File: src/rtl/dmem_access_ctrl.sv
// Data-memory access sequencer for the MEM stage of a 5-stage pipeline.
// Latency: a load/store seen in IDLE launches a registered request on the next
//          edge; the pipeline is held through IDLE-detect plus every BUSY cycle.
// Backpressure: stall freezes PC, IF/ID, ID/EX and EX/MEM until dmem_ack (or the
//          timeout) and wb_bubble masks MEM/WB writes for the same cycles.
//
// Ports:
//   clk, reset                 - pipeline clock, async active-high reset
//   memread_in, memwrite_in    - EX/MEM memory controls
//   addr_in, wdata_in          - EX/MEM byte address and store data
//   dmem_ack, dmem_rdata       - memory completion strobe and read data
//   dmem_req, dmem_we,
//   dmem_addr, dmem_wdata      - registered request bundle to memory
//   stall, wb_bubble           - pipeline hold / MEM/WB bubble
//   read_data_out              - captured load data for MEM/WB
//   timeout_err                - sticky timeout indication

module dmem_access_ctrl #(
  parameter int unsigned TIMEOUT = 255,
  parameter int unsigned CW      = 8
) (
  input  logic        clk,
  input  logic        reset,
  input  logic        memread_in,
  input  logic        memwrite_in,
  input  logic [63:0] addr_in,
  input  logic [63:0] wdata_in,
  input  logic        dmem_ack,
  input  logic [63:0] dmem_rdata,
  output logic        dmem_req,
  output logic        dmem_we,
  output logic [63:0] dmem_addr,
  output logic [63:0] dmem_wdata,
  output logic        stall,
  output logic        wb_bubble,
  output logic [63:0] read_data_out,
  output logic        timeout_err
);

  typedef enum logic [1:0] {
    IDLE = 2'd0,
    BUSY = 2'd1,
    DONE = 2'd2
  } state_t;

  // Counter value on the last BUSY cycle we are willing to wait.
  localparam logic [CW-1:0] TO_LAST = CW'(TIMEOUT - 1);

  state_t        state;
  state_t        state_nxt;
  logic [CW-1:0] count;
  logic          acc;
  logic          to_hit;
  logic          stall_raw;

  assign acc    = memread_in | memwrite_in;
  assign to_hit = (TIMEOUT != 0) && (count == TO_LAST);

  // ---------------------------------------------------------------------------
  // State register
  // ---------------------------------------------------------------------------
  always_ff @(posedge clk or posedge reset) begin
    if (reset) begin
      state <= IDLE;
    end else begin
      state <= state_nxt;
    end
  end

  // ---------------------------------------------------------------------------
  // Next state and stall
  // ---------------------------------------------------------------------------
  always_comb begin
    state_nxt = state;
    stall_raw = 1'b0;
    case (state)
      IDLE: begin
        stall_raw = acc;
        if (acc) begin
          state_nxt = BUSY;
        end
      end
      BUSY: begin
        stall_raw = 1'b1;
        if (dmem_ack || to_hit) begin
          state_nxt = DONE;
        end
      end
      // The instruction in EX/MEM is the one that just completed, so acc is
      // deliberately not looked at here; a following memory op is seen in IDLE.
      DONE: begin
        stall_raw = 1'b0;
        state_nxt = IDLE;
      end
      default: begin
        state_nxt = IDLE;
      end
    endcase
  end

  // Reset is folded in so the pipeline is not held while reset is asserted,
  // even if EX/MEM happens to present a memory op.
  assign stall     = stall_raw & ~reset;
  assign wb_bubble = stall;

  // ---------------------------------------------------------------------------
  // Request bundle, wait counter, load data capture, timeout flag
  // ---------------------------------------------------------------------------
  always_ff @(posedge clk or posedge reset) begin
    if (reset) begin
      dmem_req      <= 1'b0;
      dmem_we       <= 1'b0;
      dmem_addr     <= '0;
      dmem_wdata    <= '0;
      read_data_out <= '0;
      count         <= '0;
      timeout_err   <= 1'b0;
    end else begin
      case (state)
        IDLE: begin
          if (acc) begin
            // Read+write together is treated as a store: we follows memwrite.
            dmem_addr  <= addr_in;
            dmem_wdata <= wdata_in;
            dmem_we    <= memwrite_in;
            dmem_req   <= 1'b1;
            count      <= '0;
          end
        end
        BUSY: begin
          if (dmem_ack) begin
            // Ack has priority over a timeout landing on the same cycle.
            read_data_out <= dmem_we ? 64'd0 : dmem_rdata;
            dmem_req      <= 1'b0;
          end else begin
            count <= count + CW'(1);
            if (to_hit) begin
              read_data_out <= '0;
              timeout_err   <= 1'b1;
              dmem_req      <= 1'b0;
            end
          end
        end
        default: begin
          // DONE: nothing to update; request bundle already retired.
        end
      endcase
    end
  end

endmodule

File: config.mk
export PLATFORM = sky130hd
export DESIGN_NAME = dmem_access_ctrl
export DESIGN_NICKNAME = d
export VERILOG_FILES = /design/src/rtl/dmem_access_ctrl.sv
export SDC_FILE = /design/constraint.sdc
export NUM_CORES = 1
export LEC_CHECK = 0
export CORE_AREA = 2 2 153 155
export DETAILED_ROUTE_END_ITERATION = 12
export DIE_AREA = 0 0 155 157
export GPL_ROUTABILITY_DRIVEN = 0
export PLACE_DENSITY_LB_ADDON = 0.25
export SYNTH_ARGS = -nofsm -noshare
export SYNTH_HDL_FRONTEND = slang
export SYNTH_SLANG_ARGS = --single-unit
File: constraint.sdc
create_clock -name clk -period 6.2 [get_ports clk]
set_input_delay 0.62 -clock clk [delete_from_list [all_inputs] [get_ports clk]]
set_output_delay 0.62 -clock clk [all_outputs]
set_load 0.01 [all_outputs]
Yosys cells after proc, flatten, opt, wreduce, memory -nomap -nowiden
Index checks and enable logic that the tools add are counted.

Word-level logic and storage cells: 43. Flip-flop bits (word level): 205.

Eq/ne operators: 6. Add/sub/neg operators: 1. Muxes and demuxes: 14. Reduce and logical (&&, ||, !) cells: 10. Bitwise operators: 4.

Operator list (number): two-way mux 64 bit (3); two-way mux 8 bit (2); case mux 8 bit (2 select lines) (1); AND reduction 3 bit (3); adder 8 x 1 -> 8 bit, second input constant (1); equality test 8 bit, second input constant (1); inequality test 2 bit, second input constant (3); AND reduction 2 bit (3); two-way mux 2 bit (2); case mux 1 bit (2 select lines) (2); case mux 2 bit (2 select lines) (1); nonzero test 2 bit (2); two-way mux 1 bit (3); inequality test 3 bit, second input constant (1); equality test 2 x 1 -> 1 bit, second input constant (1); logical NOT 2 bit (1); inverter 1 bit (2); AND 1 bit (1); logical OR 1 bit (1); bitwise OR 1 bit (1).

Depth between registers and ports, before layout
Gate-level depths: netlist of the first run.

Depth in word-level cells: 4. Mapped depth: 8. Depth with buffers taken out: 6.

Least setup slack after synthesis of the first run
OpenSTA, ideal clock, no wires.

Kind: input-to-output. Start: input port memwrite_in. End: output port wb_bubble. Path buffers: 1. Path slack: 4.198 ns. Stages on the path: 3. Arrival time: 1.382 ns. Cells stage by stage: or3_1 nor3b_1 buf_4.

Cells in the longest elaborated chain, start to end: 3.

Ends and longest elaborated chain: start: declaration (line 25) `input logic memwrite_in,`; bitwise OR 1 bit (line 56) `assign acc = memread_in | memwrite_in;`; case mux 1 bit (2 select lines) (line 76) `case (state)`; AND 1 bit (line 103) `assign stall = stall_raw & ~reset;`; end: declaration (line 35) `output logic wb_bubble,`.

No other way between the ends.

Worst setup path after layout of the first run
Start: input port memwrite_in. End: output port stall.

Cells in the longest elaborated chain, start to end: 3.

Ends and longest elaborated chain: bitwise OR 1 bit (line 56); case mux 1 bit (2 select lines) (line 76); AND 1 bit (line 103); end: declaration (line 34) `output logic stall,`.

No other way between the ends.

==> out/results.ini, run 1 <==
[worst_setup_path]
crit_type=in2out
crit_fanout=4
cp-start-kind=input pin
critPathLaunch=memwrite_in
cp.required_ns=5.58
worst-r2r-cell-count=5
rr_startpoint=state[1]$_DFFE_PP0P_
r2r-end=dmem_addr[4]$_DFFE_PP0P_
worstPathArrival_ns=2.36
end_kind=output port
endpoint=stall
ff2ff_setup_slack_ns=3.63

[sta]
tightestPinTransition_ns=1.017
setup_viol=0
tns_ns=0
maxSlewHeadroom_pct=32.20
finalClockSkew_ns=0.02034
finalCriticalPeriod_ns=2.980
worst_slack_ns=3.220
finalCritPeriodShare_pct=48.07
max_freq_mhz=335.5
report.final.slew_viol_count=0
rsz0062_at_grt=no
final_hold_viol_count=0

[yosys]
syn_area_sq_um=8254
synthCells=821
synth_seq_area_share_pct=62.15
syn_nets=1020
synth_area_leader_cell=dfrtp_1
synth.distinct_cells=32
ys_warn_count=0
ys_ff_latch=205
synth_top_area_share_pct=62.15
syn_avg_cell_area_sq_um=10.05
async_reset_ff_share_pct=100.0
ys.flop_type=dfrtp_1
synth-edff-count=0
synth_area_leaders=dfrtp_1 (62%), nand2_1 (18%), a22o_1 (6.9%)

[power]
p_per_area_nw_per_um2=531.7
p_int_mw=4.529
switching_share_pct=34.83
clockPowerShare_pct=18.9
switchingPower_mw=2.421
p_seq_share_pct=34.5
vdd_drop_max_uv=431.8
total_power_mw=6.950
p_comb_share_pct=46.6
leakagePower_nw=6.303

[die]
die_h_um=157
rows=55
die_x_um=155
start_util_pct=36.68
pin_count=394
core-area_sq_um=22500
die-area_sq_um=24340

[global_routing]
antenna_found_initial=0
grt_max_degree=177
grtUsageTotal_pct=19.66
grt_pass1_wl_um=38370
grt_overflow=0
grt_pass1_vias=7011

[clocking]
cts.clk_slew.worst_paths_ns=0.06
htreeDepth=1
cts-hold-fix-buffers=0
post_cts_resize_count=0
clkLatencyLatePin_ns=0.51
clk_path_buf_depth=3
cts_tree=yes
cts_sinks=205
cts_buffers=23
cts_setup_buffers=0
ctsRootBufferMaster=clkbuf_16

[final_layout]
fin_area_sq_um=13070
n_fill_cell=1937
nets=1393
n_antenna_cell=0
area_delta_synth_final_pct=58.36
drive_gt1_share_pct=4.545

[detailed_routing]
remaining_drc_errors=0
firstDrtPassIters=4
wl_per_cell_um=16.64
via_per_inst=4.797
drtAntennaViolNets=0
drt_wl_total_um=24880
detail_route.iter0.violations=415
vias=7171

[place]
placed_area_sq_um=12340
hpwl_um=16770
dp_slack_ns=3.228
port_buffers=393

[flow_run]
max_cap_violations=0

[status]
outcome=completed

[hold_path]
hp-class=reg2reg

## cell usage after synthesis, types with 4 or more instances
| cell type | instances |
|---|---|
| dfrtp_1 | 205 |
| buf_6 | 7 |
| a22o_1 | 65 |
| nand2_1 | 389 |
| nand3_1 | 4 |
| or4_1 | 4 |
| buf_4 | 11 |
| nor2_1 | 8 |
| buf_2 | 15 |
| a21o_1 | 65 |
| clkbuf_1 | 18 |
## state kept, by name, indices dropped and copies added (netlist names)
name / cells
dmem_wdata: 64
timeout_err: 1
count: 8
dmem_addr: 64
dmem_req: 1
dmem_we: 1
state: 2
read_data_out: 64
## worst max-delay path, cell delays in order
cell	delay (ns)
clkdlybuf4s50_1	0.51
or3_1	0.54
nor3b_1	0.20
clkdlybuf4s50_1	0.49
## metal layers
metal / part of all wire, % / vias up / track usage [%]
met2: 47 / 286 / 33.06
met4: 2.3 / 0 / 5.776
li1: - / 3426 / -
met1: 41 / 3415 / 24.24
met5: 0 / - / 0
met3: 9.2 / 44 / 6.470
## logic make-up after synthesis
family / Yosys count / synth area share (%)
simple gates: 414 / 19.54
flops: 205 / 62.15
compound gates: 142 / 13.79
buf+inv: 55 / 3.865
xor+xnor: 2 / 0.2123
fa+ha+maj: 2 / 0.3031
mux: 1 / 0.1364
## area by class of cell
class	instances	area (sq um)	area share (%)
Clock buffer	35	700.7	5.360
Clock inverter	6	33.78	0.2584
Inverter	3	15.01	0.1149
Multi-Input combinational cell	561	2836	21.70
Sequential cell	205	5130	39.25
Tap cell	285	356.6	2.728
Timing Repair Buffer	400	3999	30.59
## how the worst min path moves through the flow
stage,end,slack [ns],start,depth (start not counted)
2_1_floorplan,timeout_err$_DFFE_PP0P_,0.49,timeout_err$_DFFE_PP0P_,1
3_3_place_gp,timeout_err$_DFFE_PP0P_,0.45,timeout_err$_DFFE_PP0P_,1
3_5_place_dp,timeout_err$_DFFE_PP0P_,0.45,timeout_err$_DFFE_PP0P_,1
4_1_cts,timeout_err$_DFFE_PP0P_,0.47,timeout_err$_DFFE_PP0P_,1
5_1_grt,timeout_err$_DFFE_PP0P_,0.47,timeout_err$_DFFE_PP0P_,1
6_report,timeout_err$_DFFE_PP0P_,0.46,timeout_err$_DFFE_PP0P_,1
## layout by cell type (no fill, tap or decap), types with 3 or more instances in the layout
cell type	synthesis	layout
a21o_1	65	65
clkbuf_1	18	4
or4_1	4	4
a22o_1	65	65
dfrtp_1	205	205
nand3_1	4	4
o21ai_1	3	3
clkbuf_16	0	23
clkbuf_8	0	8
nor2_1	8	7
o31ai_1	3	3
clkinv_2	0	5
nand2_1	389	389
buf_4	11	6
clkdlybuf4s50_1	0	393
## power by group through the flow
stage / Combinational [mW] / Sequential [mW] / Clock [mW]
finish: 3.24 / 2.40 / 1.32
global route: 3.52 / 2.49 / 1.41
CTS: 3.28 / 2.40 / 1.35
detailed placement: 3.27 / 2.41 / 0
global placement: 3.22 / 2.39 / 0
floorplan: 1.27 / 2.68 / 0
## through the flow
stage	instances	hold slack (ns)	util [%]
2_1_floorplan	821	0.4932	-
3_3_place_gp	1454	0.4458	54.82
3_5_place_dp	1454	0.4526	54.82
4_1_cts	1495	0.4661	58.09
5_1_grt	1495	0.4722	58.09
6_report	1495	0.4575	58.09
Power figures use the tool's default switching activity.
==> run 2, diff against run 1 <==
CORE_AREA = 2 2 154 156   (was 2 2 153 155)
DIE_AREA = 0 0 156 158   (was 0 0 155 157)
clock period = 3 ns   (was 6.2 ns; I/O delays follow)
==> out/results.ini, run 2 (synthesis gave the netlist of run 1 again) <==
[status]
outcome=completed

[final_layout]
final_cell_mix=clkdlybuf4s50_1 (393), nand2_1 (389), dfrtp_1 (205), a22o_1 (65), a21o_1 (65)
drive_gt1_share_pct=4.545
n_antenna_cell=0
area_delta_synth_final_pct=59.72
reg_top3=dmem_addr (64), dmem_wdata (64), read_data_out (64)
final_common_cell=clkdlybuf4s50_1
nets=1396

[clocking]
clk_path_buf_depth=3
cts_buffers=23
cts_sinks=205
cts-hold-fix-buffers=0
clkLatencyLatePin_ns=0.50
cts.clk_slew.worst_paths_ns=0.06
cts_tree=yes
ctsRootBufferMaster=clkbuf_16
cts_setup_buffers=0
htreeDepth=1
post_cts_resize_count=0

[worst_setup_path]
end_kind=output port
crit_type=reg2out
worstPathArrival_ns=2.04
ff2ff_setup_slack_ns=1.06
crit_fanout=4
cp.required_ns=2.70
cp-start-kind=flop

[die]
start_util_pct=35.81
die_h_um=158
pin_count=394
die-area_sq_um=24650
die_x_um=156
core-area_sq_um=23050
rows=56

[detailed_routing]
detail_route.iter0.violations=364
wl_per_cell_um=16.57
firstDrtPassIters=4
drtAntennaViolNets=0
remaining_drc_errors=0
vias=7135
via_per_inst=4.757
drt_wl_total_um=24860

[global_routing]
grtUsageTotal_pct=19.11
grt_max_degree=118
grt_overflow=0
grt_pass1_wl_um=37470
antenna_found_initial=0
grt_pass1_vias=6885

[place]
port_buffers=393
hpwl_um=17230
dp_slack_ns=0.6982

[sta]
tns_ns=0
setup_viol=0
worst_slack_ns=0.6594
report.final.slew_viol_count=0
max_freq_mhz=427.2
finalClockSkew_ns=0.008997
finalCriticalPeriod_ns=2.341
tightestPinTransition_ns=0.7079
maxSlewHeadroom_pct=52.63
rsz0062_at_grt=no
finalCritPeriodShare_pct=78.02
final_hold_viol_count=0

[power]
p_per_area_nw_per_um2=1099
total_power_mw=14.49
vdd_drop_max_uv=557.3
leakagePower_nw=6.344

[hold_path]
hp-class=in2reg

[flow_run]
max_cap_violations=0

==> run 2: cell count changes in the layout (fill, tap and decap cells not counted), sizes merged <==
cell / delta
clkbuf: -4
buf: +3
bufinv: +2
inv: -1
==> run 2: final timing paths <==
check	start	endpoint	cells past startpoint
setup / recovery	state[0]$_DFFE_PP0P_	stall	3
hold / removal	wdata_in[25]	dmem_wdata[25]$_DFFE_PP0P_	3
setup reg to reg	state[1]$_DFFE_PP0P_	dmem_addr[12]$_DFFE_PP0P_	5
hold reg to reg	timeout_err$_DFFE_PP0P_	timeout_err$_DFFE_PP0P_	1
max in group asynchronous	reset	dmem_addr[30]$_DFFE_PP0P_	3
min in group asynchronous	reset	state[1]$_DFFE_PP0P_	3
==> run 2: per-stage QoR <==
step	instance area [sq um]	utilization (%)	hold WS (ns)	instances
after detailed placement	12450	54.02	0.4505	1462
after global placement	12450	54.02	0.4559	1462
after floorplan	8258	-	0.3996	821
final	13180	57.19	0.3258	1500
after global routing	13180	57.19	0.3162	1500
after CTS	13180	57.19	0.3019	1500
==> run 2: cell type report <==
cell class,instances,area [sq um]
fillers,1995,9868
flip-flops and latches,205,5130
repair buffers,403,4109
multi-input cells,561,2836
clock buffers,31,645.6
well taps,290,362.8
clock inverters,7,85.08
inverters,3,15.01
==> run 2: routing by layer <==
metal / vias up / wire [um] / track usage [%]
li1: 3433 / - / -
met1: 3398 / 9777 / 22.71
met2: 271 / 12190 / 33.33
met3: 33 / 2498 / 6.926
met4: 0 / 389 / 4.194
met5: - / 0 / 0
==> run 2: critical path, cell delays in order, from the launching register on <==
cell and delay [ns]:
dfrtp_1 0.44, or3_1 0.41, nor3b_1 0.19, clkdlybuf4s50_1 0.50
==> run 2: where the power goes <==
group          internal, mW  switching (mW)
sequential             4.12           0.846
combinational          3.73            3.05
clock                  1.67            1.09
==> run 3, diff against run 2 <==
CORE_AREA = 2 2 153 155   (was 2 2 154 156)
DIE_AREA = 0 0 155 157   (was 0 0 156 158)
clock period = 2 ns   (was 3 ns; I/O delays follow)
==> out/results.ini, run 3 (synthesis gave the netlist of run 1 again) <==
[final_layout]
reg_top3=dmem_addr (64), dmem_wdata (64), read_data_out (64)
seqCellArea_sq_um=5131
nets=1413
multi_input_area_sq_um=2841
fin_area_sq_um=13460
n_fill_cell=1912
final_common_cell=clkdlybuf4s50_1
area_delta_synth_final_pct=63.10
fin_util_pct=59.83
final_cell_mix=clkdlybuf4s50_1 (391), nand2_1 (389), dfrtp_1 (204), a22o_1 (65), a21o_1 (65)
drive_gt1_share_pct=5.763
n_antenna_cell=0

[worst_setup_path]
endpoint=wb_bubble
worst-r2r-cell-count=4
end_kind=output port
r2r-end=dmem_req$_DFFE_PP0P_
cp.required_ns=1.80
crit_fanout=4
rr_startpoint=state[1]$_DFFE_PP0P_
critPathLaunch=state[0]$_DFFE_PP0P_
crit_type=reg2out
cp-start-kind=flop
worstPathArrival_ns=1.75
ff2ff_setup_slack_ns=0.29

[sta]
finalCriticalPeriod_ns=1.949
tightestPinTransition_ns=0.3862
rsz0062_at_grt=yes
final_hold_viol_count=0
setup_viol=0
report.final.slew_viol_count=0
worst_slack_ns=0.05111
maxSlewHeadroom_pct=74.16
max_freq_mhz=513.1
finalClockSkew_ns=0.01021
finalCritPeriodShare_pct=97.44

[clocking]
cts_sinks=205
clk_path_buf_depth=3
ctsRootBufferMaster=clkbuf_16
htreeDepth=1
cts.clk_slew.worst_paths_ns=0.05
cts_tree=yes
clkLatencyLatePin_ns=0.50
cts_buffers=25

[die]
core-area_sq_um=22500
die_h_um=157
start_util_pct=36.68
die_x_um=155
pin_count=394
rows=55
die-area_sq_um=24340

[place]
port_buffers=393
dp_slack_ns=0.06332
placed_area_sq_um=12610
hpwl_um=17470

[detailed_routing]
detail_route.iter0.violations=345
drt_wl_total_um=24700
firstDrtPassIters=4
drtAntennaViolNets=0
remaining_drc_errors=0
vias=7202
wl_per_cell_um=16.28
via_per_inst=4.748

[global_routing]
grt_max_degree=70
grt_pass1_wl_um=38360
grt_overflow=0
grt_pass1_vias=7080
grtUsageTotal_pct=19.60
antenna_found_initial=0

[power]
p_per_area_nw_per_um2=1659
leakagePower_nw=6.483
p_comb_share_pct=46.1
vdd_drop_max_uv=940.5
total_power_mw=22.34
clockPowerShare_pct=20.6
switchingPower_mw=7.509
p_int_mw=14.83
p_seq_share_pct=33.3
switching_share_pct=33.61

[hold_path]
hp-class=in2async

[flow_run]
max_cap_violations=0

[status]
outcome=completed

## run 3: what timing repair did
item / 4_1_cts / 5_1_grt
setup endpoints to repair: 2 / 2
hold buffers: 0 / 0
gates resized for setup: 4 / 0
hold endpoints to repair: 0 / 0
setup buffers: 0 / 1
## run 3: area by class of cell
type / count / share of cell area, %
timing repair buffer: 418 / 31.80
clock inverter: 5 / 0.9294
inverter: 3 / 0.1115
clock buffer: 40 / 5.288
sequential: 205 / 38.11
multi-input combinational: 561 / 21.11
tap: 285 / 2.649
## run 3: layer usage
metal	up-vias	share of wire, %	GRT usage, %
li1	3462	-	-
met1	3418	41	24.61
met5	-	0	0
met3	42	9.5	6.525
met2	280	47	32.49
met4	0	2.4	5.511
## run 3: how the worst min path moves through the flow
stage / start / endpoint / slack (ns) / depth (start not counted)
3_3_place_gp: timeout_err$_DFFE_PP0P_ / timeout_err$_DFFE_PP0P_ / 0.45 / 1
4_1_cts: reset / dmem_wdata[63]$_DFFE_PP0P_ / 0.009 / 2
3_5_place_dp: timeout_err$_DFFE_PP0P_ / timeout_err$_DFFE_PP0P_ / 0.45 / 1
6_report: reset / dmem_wdata[63]$_DFFE_PP0P_ / 0.02 / 2
2_1_floorplan: dmem_ack / state[0]$_DFFE_PP0P_ / 0.30 / 1
5_1_grt: reset / dmem_wdata[63]$_DFFE_PP0P_ / 0.02 / 2
## run 3: worst max-delay path, cell delays in order, from the launching register on
cell and delay, ns:
dfrtp_2 0.44, or3_4 0.36, nor3b_1 0.16, dlygate4sd2_1 0.29
## run 3: through the flow
step | setup TNS, ns | cells | hold WS [ns]
2_1_floorplan | -175.95 | 821 | 0.2996
3_3_place_gp | 0 | 1471 | 0.4532
3_5_place_dp | 0 | 1471 | 0.4481
4_1_cts | 0 | 1516 | 0.009194
5_1_grt | -0.004829 | 1517 | 0.02277
6_report | 0 | 1517 | 0.02386
## run 3: power by group through the flow
stage / clock network [mW] / registers (mW) / logic [mW]
6_report: 4.60 / 7.44 / 10.3
5_1_grt: 4.90 / 7.70 / 11.2
4_1_cts: 4.72 / 7.44 / 10.4
3_5_place_dp: 0 / 7.47 / 10.4
3_3_place_gp: 0 / 7.40 / 10.3
2_1_floorplan: 0 / 8.31 / 3.95
